[config.mk]
export PLATFORM = sky130hd
export DESIGN_NAME = pmem_arbiter
export DESIGN_NICKNAME = d
export VERILOG_FILES = /design/src/rtl/pmem_arbiter.sv
export SDC_FILE = /design/constraint.sdc
export NUM_CORES = 1
export LEC_CHECK = 0
export CAP_MARGIN = 20
export CORE_AREA = 4 4 540 542
export CTS_CLUSTER_DIAMETER = 40
export DETAILED_ROUTE_END_ITERATION = 12
export DIE_AREA = 0 0 544 546
export PLACE_DENSITY = 0.3
export SKIP_LAST_GASP = 1
export SYNTH_ARGS = -nofsm -noshare
export SYNTH_HDL_FRONTEND = slang
export SYNTH_SLANG_ARGS = --single-unit
[constraint.sdc]
create_clock -name clk -period 2.2 [get_ports clk]
set_input_delay 0.44 -clock clk [delete_from_list [all_inputs] [get_ports clk]]
set_output_delay 0.44 -clock clk [all_outputs]
set_load 0.01 [all_outputs]
[src/rtl/pmem_arbiter.sv]
// Shares one cacheline-adaptor port between the I-cache and D-cache.
// D-cache has priority; a starvation counter bounds how long I waits.
module pmem_arbiter #(
    parameter int STARVE_LIMIT = 2,
    parameter int CNT_W        = 4
) (
    input  logic         clk,
    input  logic         rst,
    input  logic         i_pmem_read,
    input  logic [31:0]  i_pmem_address,
    output logic [255:0] i_pmem_rdata,
    output logic         i_pmem_resp,
    input  logic         d_pmem_read,
    input  logic         d_pmem_write,
    input  logic [31:0]  d_pmem_address,
    input  logic [255:0] d_pmem_wdata,
    output logic [255:0] d_pmem_rdata,
    output logic         d_pmem_resp,
    output logic         pmem_read,
    output logic         pmem_write,
    output logic [31:0]  pmem_address,
    output logic [255:0] pmem_wdata,
    input  logic [255:0] pmem_rdata,
    input  logic         pmem_resp,
    output logic [1:0]   owner
);

    typedef enum logic [1:0] {
        IDLE    = 2'b00,
        GRANT_I = 2'b01,
        GRANT_D = 2'b10
    } state_t;

    localparam logic [CNT_W-1:0] LIMIT = CNT_W'(STARVE_LIMIT);

    state_t           state, state_n;
    logic [CNT_W-1:0] starve_cnt, starve_cnt_n;
    logic             d_req;

    assign d_req = d_pmem_read | d_pmem_write;

    always_ff @(posedge clk or negedge rst) begin
        if (!rst) begin
            state      <= IDLE;
            starve_cnt <= '0;
        end else begin
            state      <= state_n;
            starve_cnt <= starve_cnt_n;
        end
    end

    always_comb begin
        state_n      = state;
        starve_cnt_n = starve_cnt;
        pmem_read    = 1'b0;
        pmem_write   = 1'b0;
        pmem_address = '0;
        pmem_wdata   = '0;
        i_pmem_resp  = 1'b0;
        d_pmem_resp  = 1'b0;
        unique case (state)
            IDLE: begin
                // I is forced ahead only once D has won LIMIT times in a row
                if (d_req && !(i_pmem_read && starve_cnt == LIMIT)) begin
                    state_n = GRANT_D;
                    if (!i_pmem_read)
                        starve_cnt_n = '0;
                    else if (starve_cnt != LIMIT)
                        starve_cnt_n = starve_cnt + 1'b1;
                end else if (i_pmem_read) begin
                    state_n      = GRANT_I;
                    starve_cnt_n = '0;
                end
            end
            GRANT_I: begin
                pmem_read    = i_pmem_read;
                pmem_address = i_pmem_address;
                i_pmem_resp  = pmem_resp;
                if (pmem_resp)
                    state_n = IDLE;
            end
            GRANT_D: begin
                pmem_write   = d_pmem_write;
                pmem_read    = d_pmem_read & ~d_pmem_write;
                pmem_address = d_pmem_address;
                pmem_wdata   = d_pmem_wdata;
                d_pmem_resp  = pmem_resp;
                if (pmem_resp)
                    state_n = IDLE;
            end
            default: state_n = IDLE;
        endcase
    end

    assign i_pmem_rdata = pmem_rdata;
    assign d_pmem_rdata = pmem_rdata;
    assign owner        = state;

endmodule

Word level (Yosys, flattened, before mapping)
Cells that the tools add are included.
Word-level totals
  memories kept: 0
  output and inout bits: 806
  input bits: 582
  register bits: 6
  bits in writable memories: 0
  word-level logic and storage cells: 35
  latch bits: 0
  ROM bits: 0
Operators by class
  eq/ne operators: 7
  divide/modulo/power cells: 0
  $add $sub $neg: 1
  multipliers: 0
  muxes and demuxes: 14
  shifts and indexed selects: 0
  reduce and logical (&&, ||, !) cells: 8
  $lt $le $gt $ge: 0
  bitwise gates (word level): 3
Operator list (count)
  $mux W256: 1
  $pmux W32 S2: 1
  $mux W4: 4
  $mux W2: 3
  $add A4 B1 Y4 const B: 1
  $eq A4 B2 Y1 const B: 1
  $ne A4 B2 Y1 const B: 1
  $pmux W2 S2: 1
  $mux W1: 3
  $ne A3 B2 Y1 const B: 1
  $ne A3 B3 Y1 const B: 1
  $reduce_and A3 Y1: 1
  $eq A2 B1 Y1 const B: 1
  $eq A2 B2 Y1 const B: 1
  $logic_and A1 B1 Y1: 2
  $logic_not A2 Y1: 1
  $ne A2 B1 Y1 const B: 1
  $pmux W1 S2: 1
  $reduce_and A2 Y1: 1
  $reduce_bool A2 Y1: 1
  $reduce_or A2 Y1: 1
  $and A1 B1 Y1: 1
  $logic_not A1 Y1: 1
  $not A1 Y1: 1
  $or A1 B1 Y1: 1

Depth between registers and ports, before layout
Gate-level depths: netlist of run 1.
  depth after elaboration: 6
  mapped depth: 6
  mapped depth without buffers: 5

Least setup slack after synthesis of run 1
No wires, ideal clock.
  kind: register to output
  start: register state[0], in the netlist owner[0]
  end: output port pmem_read
  path buffers: 2
  arrival: 1452 ps
  slack: 308 ps
  data required time: 1760 ps
  stages on the path, launching flop included: 7
  path through: dfrtp_1 inv_1 ha_1 buf_2 clkbuf_1 nand3b_1 a21boi_0
On the way
  longest elaborated chain between the ends: 2
  elaborated cells on any way between the ends: 3
  those cells by class: 2 x eq/ne; 1 x mux
Ends and longest elaborated chain
  start, declared: RTL line 36  | state_t state, state_n;
  start signal, assigned: RTL line 47  | state <= state_n;
  $eq A2 B2 Y1 / $eq A2 B1 Y1 (equally long branches): RTL line 61  | unique case (state)
  $pmux W1 S2 (*): RTL line 61
  end, declared: RTL line 19  | output logic pmem_read,
Every way passes the cells marked *; elsewhere a longest branch is shown, timed or not.

Final worst setup path of run 1
  start: register state[1], in the netlist owner[1]
  end: output port pmem_address[6]
On the way
  longest elaborated chain between the ends: 2
  elaborated cells on any way between the ends: 3
  those cells by class: 2 x eq/ne; 1 x mux
Ends and longest elaborated chain
  $eq A2 B2 Y1 / $eq A2 B1 Y1 (equally long branches): RTL line 61
  $pmux W32 S2 (*): RTL line 61
  end, declared: RTL line 21  | output logic [31:0] pmem_address,
Marks and branches as above.

==> results_dict.tcl, run 1 <==
set metrics [dict create \
    cts_root_buf "clkbuf_16" \
    core_um2 286900 \
    reg2regPathDepth 8 \
    arrival_ns 1.91 \
    start_util 0.02255 \
    sw_frac_of_total 0.4459 \
    ys_async_sr_fraction 1.000 \
    rows 197 \
    crit_family "buffers and inverters" \
    dpl_cell_area_um2 15140 \
    yosysTopAreaCellShare 0.5940 \
    netlist.top_cell.by_area "buf_4" \
    synthTopCellsByArea "buf_4 59%, and2_1 25%, a22oi_1 3.7%" \
    first_pass_iters 5 \
    dp.cells 4801 \
    rsz0062_at_grt "yes" \
    fin_ws_ns -0.1474 \
    total_power_mw 18.42 \
    port_buffers 619 \
    share_comb_of_total_power 0.974 \
    p_seq_frac 0.010 \
    avgSynthCellArea_um2 7.057 \
    grt_overflow_total 0 \
    tns_ns -7.473 \
    max_freq_ghz 0.4260 \
    die_y_um 546 \
    vias_per_cell 1.519 \
    reg2reg_slack_ns 0.41 \
    h-tree-depth 1 \
    cp.required_ns 1.76 \
    antenna_found_initial 121 \
    path_class "flip-flop to output pin" \
    routedWlPerCell_um 34.96 \
    crit_top_cell "buf_12" \
    synthAdderAreaFrac 0.009667 \
    fill_cells 33778 \
    ys_seq_area_frac 0.02320 \
    io_pins 1388 \
    grt.total_usage 0.1092 \
    worstReg2RegEnd "owner[1]$_DFFE_PN0P_" \
    ys.flop_type "dfrtp_1" \
    setup_viol 129 \
    die_w_um 544 \
    min_period_over_period 1.067 \
    p_clk_frac 0.016 \
    final_cells 4887 \
    violations "negative setup slack" \
    dpl_worst_slack_ns -0.2115 \
    synthSimpleGateAreaFrac 0.2943 \
    slew_violations 0 \
    hpwl_um 156900 \
    drive_above_1_share 0.5452 \
    wirelength_um 170900 \
    synth_mux_area_frac 0 \
    synth_warnings 0 \
    critPathSlowestCell "dfrtp_2" \
    clk_path_buf_depth 2 \
    num-nets-final 1684 \
    max_slew_margin 0.7272 \
    synth-edff-count 0 \
    status "finished, violations left" \
    gp_congestion 0.9252 \
    holdWs_ns 0.4813 \
    yosysUniqueCellTypes 29 \
    worst_pin_slew_ns 0.4080 \
    grt_pass1_vias 7431 \
    clock_sinks 6 \
    cts.reportedPaths.clkPinSlew_ns 0.03 \
    ys_ff_latch 6 \
    synth_cells 917 \
    grt_max_degree 22 \
    crit_chain "ha_4, buf_12, buf_16, buf_16, a22oi_2, buf_12, nor2b_2, buf_12" \
    p_int_mw 10.21 \
    drtIter0Drc 403 \
    ant_nets 0 \
    p_leak_nw 5.751 \
    power.density_nw_per_um2 1074 \
    synth_top_family_by_area "buffers and inverters" \
    layout_min_cycle_time_ns 2.347 \
    worst_clock_skew_ns 0.0008571 \
    p_sw_mw 8.216 \
    cts_tree "done" \
    vias 7421 \
    slowest_delay_ns 0.42 \
    synth.most_common_cell "buf_4" \
    cts_hold_buf 0 \
    remaining_drc_errors 0 \
    r2r_start "owner[0]$_DFFE_PN0P_" \
    hold_viol_final 0 \
    synth_xor_area_frac 0 \
    maxCapViolations 0 \
    peakVddDrop_mv 0.3958 \
    endpoint_kind "output pin" \
    hold_path_class "input pin to async pin" \
    final_core_util 0.05981 \
    dieArea_um2 297000 \
    cp-start-kind "flip-flop" \
    syn_area_um2 6471 \
    cts_buffers 3 \
    clk_latency_ns 0.23 \
    synth_compound_area_frac 0.05317 \
    worst-path-buf-inv 5 \
    synth_nets 1504 \
    ys_top_cells_by_count "512 x buf_4, 259 x and2_1, 35 x clkbuf_1" \
    final_area_um2 17160 \
    syn_to_final_growth_pct 165.2 \
    grt_pass1_wl_um 188900 \
    crit_fanout 6 \
]
-- metal layers --
layer / share of wire / vias to the layer above / track usage
met2: 0.40 / 1173 / 0.1560
met1: 0.27 / 3078 / 0.08959
met4: 0.042 / 34 / 0.03392
met5: 0.0020 / - / 0.001786
met3: 0.28 / 453 / 0.1407
li1: - / 2683 / -
-- worst max path at each step --
stage,slack (ns),depth (start not counted),endpoint,from
after CTS,-0.23,6,pmem_wdata[78],owner[0]$_DFFE_PN0P_
after global routing,-0.22,8,pmem_address[6],owner[1]$_DFFE_PN0P_
final,-0.15,8,pmem_address[6],owner[1]$_DFFE_PN0P_
after floorplan,0.31,6,pmem_read,owner[0]$_DFFE_PN0P_
after detailed placement,-0.21,5,pmem_wdata[64],owner[0]$_DFFE_PN0P_
after global placement,-0.24,5,pmem_wdata[57],owner[0]$_DFFE_PN0P_
-- final cells by class --
class | instances | area, um2 | area share
antenna | 11 | 27.53 | 0.001604
clock buffer | 3 | 75.07 | 0.004375
inverter | 4 | 15.01 | 0.0008750
multi-input combinational | 356 | 2990 | 0.1743
sequential | 6 | 151.4 | 0.008823
tap | 3781 | 4731 | 0.2757
timing repair buffer | 726 | 9169 | 0.5343
-- power by group through the flow --
stage	logic [mW]	registers [mW]	clock network (mW)
final	17.9	0.183	0.292
after global placement	13.3	0.178	0
after floorplan	4.15	0.178	0
after global routing	19.2	0.190	0.306
after CTS	17.8	0.181	0.297
after detailed placement	13.2	0.179	0
-- placed cells by master (no fill, tap or decap), types with 3 or more instances in the layout --
master / count
diode_2: 11
clkdlybuf4s15_1: 10
clkbuf_2: 31
nor2b_4: 4
and2_4: 164
clkbuf_16: 7
nand2_1: 3
buf_4: 36
a22oi_2: 30
dlymetal6s2s_1: 14
dfrtp_1: 5
buf_6: 61
o21ai_1: 3
nor2b_1: 11
nor2b_2: 18
and2_1: 95
buf_2: 31
buf_12: 171
clkdlybuf4s50_1: 325
buf_16: 21
ha_4: 3
buf_8: 8
dlygate4sd2_1: 11
-- sequential cells by signal, indices dropped and copies added (netlist names) --
signal,flops
starve_cnt,4
owner,2
-- cell families (layout without fill, tap and decap cells) --
| logic type | count (synthesis) | count (layout) |
|---|---|---|
| AO/OA/AOI/OAI | 46 | 46 |
| adder cells (fa/ha/maj) | 5 | 5 |
| buffers and inverters | 555 | 733 |
| flip-flops | 6 | 6 |
| other | 0 | 11 |
| AND/OR/NAND/NOR | 305 | 305 |
-- what timing repair did --
item,CTS,global route
buffers inserted,40,17
endpoints found under the hold margin,0,0
pin swaps,13,10
setup endpoints to repair,282,282
resized for setup,548,220
cloned,24,5
Note: power is estimated with default switching activity, not from simulation.
==> run 2: changes to the inputs <==
--- a/config.mk
+++ b/config.mk
@@ -6,10 +6,11 @@
 export NUM_CORES = 1
 export LEC_CHECK = 0
 export CAP_MARGIN = 20
-export CORE_AREA = 4 4 540 542
+export CORE_AREA = 4 4 535 537
 export CTS_CLUSTER_DIAMETER = 40
 export DETAILED_ROUTE_END_ITERATION = 12
-export DIE_AREA = 0 0 544 546
+export DIE_AREA = 0 0 539 541
+export DONT_BUFFER_PORTS = 1
 export PLACE_DENSITY = 0.3
 export SKIP_LAST_GASP = 1
 export SYNTH_ARGS = -nofsm -noshare
==> run 2 against run 1 <==
The run now ends clean. Global-route usage down 0.71 points. Fmax up 8.2%. Non-clock buffer count down 508. Critical path depth down 2. Register-to-register slack better by 0.06 ns. Utilization down 2.0 points. Critical endpoint is now pmem_wdata[80]. Largest cell class is now tap cells. Largest power group unchanged.
==> results_dict.tcl, run 2 (synthesized netlist as in run 1, its figures left out) <==
set metrics [dict create \
    use_met1 0.07577 \
    clk_path_buf_depth 2 \
    start_util 0.02298 \
    tns_ns 0 \
    rsz0062_at_grt "yes" \
    worstReg2RegEnd "owner[1]$_DFFE_PN0P_" \
    slowest_delay_ns 0.37 \
    maxCapViolations 0 \
    slew_violations 0 \
    grt.total_usage 0.1021 \
    io_pins 1388 \
    multi_input_area_um2 2509 \
    hold_viol_final 0 \
    grt_pass1_wl_um 170700 \
    vias_per_cell 1.317 \
    clock_sinks 6 \
    fill_cells 33533 \
    mostFrequentLayoutCell "and2_1" \
    endpoint_kind "output pin" \
    syn_to_final_growth_pct 72.80 \
    die_y_um 541 \
    gp_congestion 1.029 \
    hold_path_class "input pin to flip-flop" \
    met2_usage 0.1459 \
    crit_chain "inv_2, ha_4, buf_12, buf_16, clkbuf_16, and2_1" \
    peakVddDrop_mv 0.3752 \
    ant_nets 0 \
    use_met3 0.1410 \
    worst-path-buf-inv 4 \
    status "completed" \
    setup_viol 0 \
    dieArea_um2 291600 \
    grt_max_degree 64 \
    reg2regPathDepth 7 \
    rows 195 \
    cp-start-kind "flip-flop" \
    routedWlPerCell_um 36.06 \
    grt_pass1_vias 5269 \
    fin_ws_ns 0.03083 \
    min_to "owner[0]$_DFFE_PN0P_" \
    cp.required_ns 1.76 \
    remaining_drc_errors 0 \
    critPathSlowestCell "dfrtp_1" \
    cts.reportedPaths.clkPinSlew_ns 0.03 \
    max_freq_ghz 0.4610 \
    hp-start "i_pmem_read" \
    layout_min_cycle_time_ns 2.169 \
    reg2reg_slack_ns 0.47 \
    arrival_ns 1.73 \
    clk_latency_ns 0.23 \
    path_class "flip-flop to output pin" \
    grt_overflow_total 0 \
    power.density_nw_per_um2 1087 \
    min_period_over_period 0.9860 \
    cts_root_buf "clkbuf_16" \
    grt.busiest_layer "met2" \
    num-nets-final 1176 \
    port_buffers 0 \
    antenna_found_initial 175 \
    vias 5746 \
    crit_fanout 25 \
    die_w_um 539 \
    core_um2 281600 \
    drtIter0Drc 342 \
    final_cell_mix "195 x and2_1, 147 x buf_12, 60 x buf_4" \
    h-tree-depth 1 \
    whs_path_depth 2 \
    largest_reg_flops 4 \
    max_slew_margin 0.6611 \
    r2r_start "owner[0]$_DFFE_PN0P_" \
    wirelength_um 157400 \
    crit_family "buffers and inverters" \
    dpl_worst_slack_ns 0.01080 \
    worst_clock_skew_ns 0.0005260 \
    p_leak_nw 2.848 \
    cts_tree "done" \
    drive_above_1_share 0.5077 \
    worst_pin_slew_ns 0.5067 \
    first_pass_iters 5 \
    seqCellArea_um2 150.1 \
    cts_buffers 3 \
    largest_register "starve_cnt" \
    hpwl_um 150100 \
]
[run 2: cell type report]
class / instances / area share
Tap cell: 3743 / 0.4188
Inverter: 4 / 0.001343
Multi-Input combinational cell: 356 / 0.2243
Timing Repair Buffer: 218 / 0.3277
Antenna cell: 34 / 0.007609
Clock buffer: 3 / 0.006714
Sequential cell: 6 / 0.01343
[run 2: worst max-delay path by stage]
stage | to | startpoint | cells after the start
3_5_place_dp | pmem_read | owner[1]$_DFFE_PN0P_ | 6
6_report | pmem_wdata[80] | owner[0]$_DFFE_PN0P_ | 6
2_1_floorplan | pmem_read | owner[0]$_DFFE_PN0P_ | 6
4_1_cts | pmem_wdata[102] | owner[0]$_DFFE_PN0P_ | 7
5_1_grt | pmem_wdata[119] | owner[0]$_DFFE_PN0P_ | 7
3_3_place_gp | pmem_read | owner[1]$_DFFE_PN0P_ | 6
[run 2: per-layer routing]
layer | wire (um) | part of all wire | vias to the layer above
li1 | - | - | 1688
met1 | 39150 | 0.25 | 2252
met2 | 62690 | 0.40 | 1276
met3 | 47450 | 0.30 | 498
met4 | 7614 | 0.048 | 32
met5 | 440 | 0.0028 | -
[run 2: per-stage QoR]
step                      cells     util  hold slack [ns]  total power, mW  cell area, um2
final                      4364  0.03971           0.4309            12.16           11180
after global routing       4350  0.03959           0.4352            13.11           11150
after CTS                  4325  0.03855           0.4388            12.13           10860
after global placement     4306  0.03714           0.1504            10.90           10460
after detailed placement   4306  0.03714           0.1504            10.97           10460
after floorplan             917        -           0.1444            4.331            6471
[run 2: repair_timing]
action	4_1_cts	5_1_grt
hold buffers	1	0
gates resized for setup	14	65
gates cloned	3	3
hold endpoints to repair	6	0
endpoints found under the setup margin	199	125
setup buffers	12	3
pin swaps	2	0
[run 2: power by group]
part / switching (mW) / internal [mW]
registers: 0.0361 / 0.143
logic: 5.99 / 5.69
clock network: 0.0627 / 0.233
total: 6.09 / 6.07
